File: config.mk
export PLATFORM = sky130hd
export DESIGN_NAME = fifo_drain_ctrl
export DESIGN_NICKNAME = d
export VERILOG_FILES = /design/src/rtl/fifo_pkg.sv /design/src/rtl/fifo_skid2.sv /design/src/rtl/fifo_drain_ctrl.sv
export SDC_FILE = /design/constraint.sdc
export NUM_CORES = 1
export LEC_CHECK = 0
export ABC_AREA = 1
export BUFFER_PORTS_ARGS = -buffer_cell sky130_fd_sc_hd__buf_2
export CORE_MARGIN = 1
export CORE_UTILIZATION = 35
export CTS_CLUSTER_DIAMETER = 30
export CTS_CLUSTER_SIZE = 20
export DETAILED_ROUTE_END_ITERATION = 16
export PLACE_DENSITY = 0.56
export SYNTH_ARGS = -nofsm -noshare
export SYNTH_HDL_FRONTEND = slang
export SYNTH_HIERARCHICAL = 1
export SYNTH_SLANG_ARGS = --single-unit
File: constraint.sdc
create_clock -name clk_r -period 2.4 [get_ports clk_r]
set_input_delay 0.36 -clock clk_r [delete_from_list [all_inputs] [get_ports clk_r]]
set_output_delay 0.36 -clock clk_r [all_outputs]
set_load 0.02 [all_outputs]
File: src/rtl/fifo_pkg.sv
// Shared definitions for the FIFO read-side logic.
// Holds the drain controller state encoding, the skid buffer depth and the
// default data width that must agree with the FIFO instance it reads from.
package fifo_pkg;

   // Default data word width, kept identical to the FIFO's default width
   localparam int FIFO_WIDTH = 32;

   // Number of entries in the output skid buffer
   localparam int SKID_DEPTH = 2;

   // Drain controller states
   typedef enum logic [1:0] {
      IDLE = 2'd0,
      RUN  = 2'd1,
      DONE = 2'd2
   } drainState_t;

endpackage

File: src/rtl/fifo_skid2.sv
// Two-entry valid/ready skid buffer.
// Entry 0 is always the head word presented downstream; entry 1 holds the
// word behind it. A push and a pop in the same cycle leave the count alone.
// Ports:
//   clk_r       : clock, rising edge
//   rst         : asynchronous reset, active-high
//   i_push      : write i_pushData into the buffer this cycle
//   i_pushData  : word to store
//   i_pop       : head word is consumed this cycle
//   o_bufCnt    : number of words held (0..2)
//   o_headData  : head word, stable until popped
module fifo_skid2
   import fifo_pkg::*;
#(
   parameter int width = FIFO_WIDTH
) (
   input  logic             clk_r,
   input  logic             rst,
   input  logic             i_push,
   input  logic [width-1:0] i_pushData,
   input  logic             i_pop,
   output logic [1:0]       o_bufCnt,
   output logic [width-1:0] o_headData
);

   logic [1:0]       r_cnt;
   logic [width-1:0] r_entry0;
   logic [width-1:0] r_entry1;
   logic             w_pop;
   logic             w_push;

   // A pop only means something when a word is held; a push is refused only
   // when both entries are full and nothing leaves in the same cycle.
   always_comb begin
      w_pop  = i_pop && (r_cnt != 2'd0);
      w_push = i_push && ((r_cnt != 2'(SKID_DEPTH)) || w_pop);
   end

   // Storage update. On a simultaneous push and pop the incoming word lands
   // in whichever slot becomes the tail after the head shifts out.
   always_ff @(posedge clk_r or posedge rst) begin
      if (rst) begin
         r_cnt    <= 2'd0;
         r_entry0 <= '0;
         r_entry1 <= '0;
      end else begin
         case ({w_push, w_pop})
            2'b10: begin
               if (r_cnt == 2'd0) begin
                  r_entry0 <= i_pushData;
               end else begin
                  r_entry1 <= i_pushData;
               end
               r_cnt <= r_cnt + 2'd1;
            end
            2'b01: begin
               r_entry0 <= r_entry1;
               r_cnt    <= r_cnt - 2'd1;
            end
            2'b11: begin
               if (r_cnt == 2'd1) begin
                  r_entry0 <= i_pushData;
               end else begin
                  r_entry0 <= r_entry1;
                  r_entry1 <= i_pushData;
               end
            end
            default: begin
            end
         endcase
      end
   end

   assign o_bufCnt   = r_cnt;
   assign o_headData = r_entry0;

endmodule

File: src/rtl/fifo_drain_ctrl.sv
// Read-side drain controller for the synchronous FIFO.
// Pops a commanded number of words through the FIFO read port (one cycle
// read latency) and presents them on a valid/ready stream with a last-word
// marker, absorbing downstream backpressure in a two-entry skid buffer.
// Ports:
//   clk_r      : read-side clock, rising edge
//   rst        : asynchronous reset, active-high
//   start/len  : burst command, sampled only while idle
//   busy       : burst in progress
//   done       : one-cycle pulse when the burst completes
//   fifo_empty : FIFO empty flag
//   fifo_rd_en : FIFO pop request
//   fifo_data  : FIFO read data, valid the cycle after fifo_rd_en
//   m_valid/m_ready/m_data/m_last : output stream
module fifo_drain_ctrl
   import fifo_pkg::*;
#(
   parameter int width = FIFO_WIDTH,
   parameter int LEN_W = 16
) (
   input  logic             clk_r,
   input  logic             rst,
   input  logic             start,
   input  logic [LEN_W-1:0] len,
   output logic             busy,
   output logic             done,
   input  logic             fifo_empty,
   output logic             fifo_rd_en,
   input  logic [width-1:0] fifo_data,
   output logic             m_valid,
   input  logic             m_ready,
   output logic [width-1:0] m_data,
   output logic             m_last
);

   drainState_t      r_state;
   logic [LEN_W-1:0] r_lenQ;
   logic [LEN_W-1:0] r_issuedCnt;
   logic [LEN_W-1:0] r_sentCnt;
   logic             r_inflight;
   logic             r_busy;
   logic             r_done;

   logic [1:0]       w_bufCnt;
   logic [width-1:0] w_headData;
   logic             w_pop;
   logic             w_rdEn;
   logic [2:0]       w_occupancy;
   logic [2:0]       w_limit;

   // The skid buffer is written only in the cycle the FIFO read data is
   // known to be valid, so fifo_data is never looked at otherwise.
   fifo_skid2 #(
      .width (width)
   ) u_skid (
      .clk_r      (clk_r),
      .rst        (rst),
      .i_push     (r_inflight),
      .i_pushData (fifo_data),
      .i_pop      (w_pop),
      .o_bufCnt   (w_bufCnt),
      .o_headData (w_headData)
   );

   // Pop rule: a read is issued only if the word it returns is guaranteed a
   // slot. Words held plus the read already in flight, minus the word leaving
   // this cycle, must stay below two. The comparison is rearranged as
   // (held + inflight) < (2 + pop) so it never goes negative.
   always_comb begin
      w_pop       = m_valid && m_ready;
      w_occupancy = {1'b0, w_bufCnt} + {2'b00, r_inflight};
      w_limit     = 3'(SKID_DEPTH) + {2'b00, w_pop};
      w_rdEn      = (r_state == RUN) && !fifo_empty &&
                    (r_issuedCnt < r_lenQ) && (w_occupancy < w_limit);
   end

   // Burst sequencing, counters and the registered busy/done outputs.
   // A start that arrives outside IDLE falls through the case untouched, so
   // it is dropped rather than queued. The state transitions are written
   // after the counter increments so a new burst always clears them.
   always_ff @(posedge clk_r or posedge rst) begin
      if (rst) begin
         r_state     <= IDLE;
         r_lenQ      <= '0;
         r_issuedCnt <= '0;
         r_sentCnt   <= '0;
         r_inflight  <= 1'b0;
         r_busy      <= 1'b0;
         r_done      <= 1'b0;
      end else begin
         r_inflight <= w_rdEn;
         if (w_rdEn) begin
            r_issuedCnt <= r_issuedCnt + 1'b1;
         end
         if (w_pop) begin
            r_sentCnt <= r_sentCnt + 1'b1;
         end
         case (r_state)
            IDLE: begin
               r_done <= 1'b0;
               if (start) begin
                  if (len != '0) begin
                     r_state     <= RUN;
                     r_lenQ      <= len;
                     r_issuedCnt <= '0;
                     r_sentCnt   <= '0;
                     r_busy      <= 1'b1;
                  end else begin
                     r_state <= DONE;
                     r_done  <= 1'b1;
                  end
               end
            end
            RUN: begin
               if (w_pop && m_last) begin
                  r_state <= DONE;
                  r_busy  <= 1'b0;
                  r_done  <= 1'b1;
               end
            end
            DONE: begin
               r_state <= IDLE;
               r_done  <= 1'b0;
            end
            default: begin
               r_state <= IDLE;
               r_busy  <= 1'b0;
               r_done  <= 1'b0;
            end
         endcase
      end
   end

   // Stream side: the head of the skid buffer is the current word, and the
   // last marker compares the words already sent with the latched length.
   always_comb begin
      m_valid = (w_bufCnt != 2'd0);
      m_data  = w_headData;
      m_last  = m_valid && (r_sentCnt == (r_lenQ - 1'b1));
   end

   assign fifo_rd_en = w_rdEn;
   assign busy       = r_busy;
   assign done       = r_done;

endmodule

### After elaboration in Yosys (flattened, before gate mapping)

Index checks and enable logic that the tools add are counted.

| storage, ports and cells | value |
|---|---|
| ROM bits | 0 |
| bits in latches | 0 |
| memories | 0 |
| register bits after elaboration | 119 |
| memory bits (writable) | 0 |

| operators by class | value |
|---|---|
| reductions and logical operators | 22 |
| bitwise gates (word level) | 1 |
| equal/unequal tests | 14 |
| muxes and demuxes | 27 |
| multiply operators | 0 |
| $add $sub $neg | 7 |
| order comparisons | 2 |
| divide/modulo/power cells | 0 |
| shifts and indexed selects | 0 |

Operators with widths:

| kind | number |
|---|---|
| two-way mux 16 bit | 8 |
| two-way mux 32 bit | 4 |
| one-hot mux 32 bit (3 select lines) | 1 |
| one-hot mux 32 bit (2 select lines) | 1 |
| adder 16 x 1 -> 16 bit, second input constant | 2 |
| equality test 16 bit | 1 |
| less-than comparator 16 bit | 1 |
| nonzero test 16 bit | 1 |
| subtractor 16 x 1 -> 16 bit, second input constant | 1 |
| != test 2 bit, second input constant | 5 |
| logical AND 1 bit | 8 |
| one-hot mux 2 bit (2 select lines) | 2 |
| equality test 2 x 1 -> 1 bit, second input constant | 3 |
| equality test 2 bit, second input constant | 3 |
| two-way mux 1 bit | 6 |
| two-way mux 2 bit | 3 |
| AND reduction 3 bit | 2 |
| nonzero test 2 bit | 3 |
| logical NOT 2 bit | 2 |
| != test 2 x 1 -> 1 bit, second input constant | 2 |
| AND reduction 2 bit | 2 |
| AND reduction 4 bit | 1 |
| adder 2 x 1 -> 3 bit | 1 |
| adder 2 x 1 -> 3 bit, first input constant | 1 |
| 9 further kinds | 9 |

### Depth between registers and ports, before layout

| depth | value |
|---|---|
| word-level depth | 9 |
| mapped depth | 17 |
| mapped depth without buffers | 16 |

### Hierarchy

The synthesis kept the hierarchy.

Modules (own cells, without submodules):

| module | area each (um^2) | cells each | times used |
|---|---|---|---|
| fifo_drain_ctrl | 3751.1 | 533 | 1 |
| fifo_skid2 | 3251.9 | 409 | 1 |

### Least setup slack after synthesis

Ideal clock, no wire load.

| timing path | value |
|---|---|
| path type | reg-to-output |
| start point | register r_lenQ[0] |
| end point | output port m_last |
| path slack | 0.180 ns |
| arrival time | 1.860 ns |
| buffers on the path | 1 |
| stages on the path, launching flop included | 12 |
| cells stage by stage | dfrtp_1 > inv_2 > ha_1 > buf_2 > nand3_1 > or2_1 > inv_1 > nand3_1 > a22o_1 > nor2_1 > nand4_1 > nor2_1 |

| on the way | value |
|---|---|
| longest elaborated chain between the ends | 3 |

RTL lines:

| what | line | source |
|---|---|---|
| start: declaration | fifo_drain_ctrl.sv:37 | `logic [LEN_W-1:0] r_lenQ;` |
| start signal: assignment | fifo_drain_ctrl.sv:104 | `r_lenQ <= len;` |
| subtractor 16 x 1 -> 16 bit | fifo_drain_ctrl.sv:139 | `m_last = m_valid && (r_sentCnt == (r_lenQ - 1'b1));` |
| equality test 16 bit | fifo_drain_ctrl.sv:139 |  |
| logical AND 1 bit | fifo_drain_ctrl.sv:139 |  |
| end: declaration | fifo_drain_ctrl.sv:33 | `output logic m_last` |

No other way between the ends.

### Worst setup path in the final report

| timing path | value |
|---|---|
| start point | register r_lenQ[1] |
| end point | output port m_last |

The elaborated chain is that of the path after synthesis.

==> metrics.cfg <==
[logic_synthesis]
ys_async_sr_fraction_pct = 100
synth_edf_count = 0
syn_nets = 1018
synth_top_area_share_pct = 42.5
yosysTopAreaCell = dfrtp_1
ys_warn_count = 6
syn-mean-instance-area_um2 = 7.43
synth-seq-area-share_pct = 42.5
ys_ff_latch = 119
postSynthCellCount = 942
yosys-top-cells-area = dfrtp_1, nand2_1, nand3_1, inv_1, ha_1
synth.distinct_cells = 42
synth_top_flop_cell = dfrtp_1
mappedNetlistArea_um2 = 7000

[detailed_routing]
dr_wl_met3_um = 754
postRouteWirelength_um = 18600
dr.pass1.iters = 5
vias_per_cell = 4.75
drc = 0
wl_per_cell_um = 13.8
wl_met1_um = 8580
postRouteAntennaNets = 0
vias = 6367
wl_met2_um = 8890
dr.first_iter.drc_count = 295
top_layer = met4

[clocking]
cts_max_path_buffers = 2
clk_pin_slew_ns = 0.06
cts_made_buffers = 17
htreeDepth = 4
root_buffer = clkbuf_16
clk_latency_ns = 0.42
numClockSinks = 119
cts_tree = done

[timing]
setup_slack_ns = -0.155
grt_setup_unrepaired = yes
maxSlewViolCount = 0
fin_skew_ns = 0.0105
fmax_mhz = 391
hold_viol_final = 0
setup_viol = 1
relSlewSlack_pct = 55.7
tightest_slew_ns = 0.662
min_period_over_period_pct = 106
fin_crit_ns = 2.55

[outcome]
violations = negative setup slack
outcome = complete, but fails checks

[pwr]
cellPowerDensity_nw_per_um2 = 1270
p_leak_nw = 4.60
peakVddDrop_uv = 645

[place]
placedCellCount = 1285
port_buffers = 89
globalplace.congestion = 0.911
placed_area_um2 = 7830
hpwlAfterDp_um = 12900
dpl_worst_slack_ns = 0.0972

[cells_and_area]
mostFrequentLayoutCells = nand2_1, dfrtp_1, nand3_1, inv_1, buf_2
stdcell_count = 1341
final_util_pct = 45.1
area_delta_synth_final_pct = 25.7
final_common_cell = nand2_1
diodes = 0
fin_nets = 1139
drive_above_1_share_pct = 22.7
stdcell_area_um2 = 8800

[global_route]
grt_pass1_wl_um = 30600
grt_pass1_vias = 6080
antenna_found_initial = 0
grt_usage_pct = 19.2
grt_start_max_net_pins = 54
gr-total-overflow = 0

[setup_path]
crit_slowest_cell = dfrtp_1
cp_cell_sequence = inv_2 > ha_4 > nand3_2 > or2_4 > inv_2 > nand4_1 > a22o_1 > nor2_1 > nand4_1 > nor2_1 > buf_4
crit_type = flip-flop to primary output
critPathMaxStageDelay_ns = 0.39
path_delay_family = simple AND/OR/NAND/NOR gates
reg2reg_slack_ns = 0.19
arrival_ns = 2.19
critPathBufInv = 3
cp-start-kind = flip-flop
end_kind = primary output
crit_required_ns = 2.04
critical_path.max_fanout = 3

[floorplan]
core_area_um2 = 19500
fp.dieArea_um2 = 20600
rows = 51
ios = 90
die_h_um = 143
initial_core_util_pct = 35.9
die_w_um = 143

[worst_hold_path]
worstHoldPathType = primary input to flip-flop

[flow_run]
drv_cap = 0

## registers in the layout (all words and copies together), names as in the netlist
register and count:
r_inflight 1, r_state 2, r_lenQ 16, r_sentCnt 16, r_issuedCnt 16, busy 1
u_skid/o_headData 32, done 1, u_skid/r_entry1 32, u_skid/o_bufCnt 2
## cell families after synthesis
group | after synthesis | synth area share [%]
fa+ha+maj | 23 | 4.11
flops | 119 | 42.5
buf+inv | 143 | 8.68
simple gates | 569 | 36.9
compound gates | 67 | 5.16
xor+xnor | 21 | 2.63
## cells in the mapped netlist (9+ instances only)
library cell / instances
a21oi_1: 23
buf_2: 16
clkbuf_1: 9
dfrtp_1: 119
ha_1: 23
inv_1: 102
nand2_1: 305
nand2_2: 10
nand3_1: 103
nand3b_1: 33
nand4_1: 9
nor2_1: 72
nor3_1: 9
o21ai_0: 33
xor2_1: 18
## report_power, final
part           internal [mW]  leakage (nW)  switching [mW]
Sequential              2.78          1.51           0.526
Clock                   1.65         0.296            1.05
Combinational           1.95          2.79            3.18
## per-stage QoR
stage | hold WS, ns | setup TNS (ns) | total power [mW]
2_1_floorplan | 0.433 | 0 | 6.59
3_3_place_gp | 0.374 | 0 | 7.91
3_5_place_dp | 0.380 | 0 | 7.97
4_1_cts | 0.143 | -0.239 | 10.9
5_1_grt | 0.162 | -0.401 | 12.1
6_report | 0.153 | -0.155 | 11.1
## metal layers
layer  global-route usage (%)  vias to the layer above
li1                         -                     3242
met1                     24.9                     2948
met2                     31.8                      151
met3                     3.40                       26
met4                     7.05                        0
met5                        0                        -
## final cells by class
class	count	area, µm²
fillers	1983	10700
multi-input cells	680	3580
flip-flops and latches	119	2980
clock buffers	17	425
inverters	110	413
clock inverters	15	189
well taps	265	332
repair buffers	135	881
## worst min-delay path, delay by kind of cell
kind	cells	cell delay, ns
AOI/OAI and AO/OA	1	0.05
buffers and inverters	1	0.09
and+or+nand+nor	1	0.04
## path summary, 6_finish.rpt
path | from | to | cells past startpoint
worst min register to register | u_skid/r_entry1[25] | u_skid/r_entry1[25] | 2
worst max register to register | r_lenQ[1] | r_issuedCnt[9] | 20
max in group asynchronous | rst | u_skid/r_entry1[14] | 4
min in group asynchronous | rst | u_skid/o_headData[14] | 3
worst max-delay path | r_lenQ[1] | m_last | 11
worst min-delay path | len[11] | r_lenQ[11] | 3
## timing repair
action,4_1_cts,5_1_grt
hold buffers,1,0
pin swaps,9,20
setup endpoints to repair,2,5
gates resized for setup,22,29
setup buffers,12,12
endpoints found under the hold margin,12,0
Note: power is estimated with default switching activity, not from simulation.
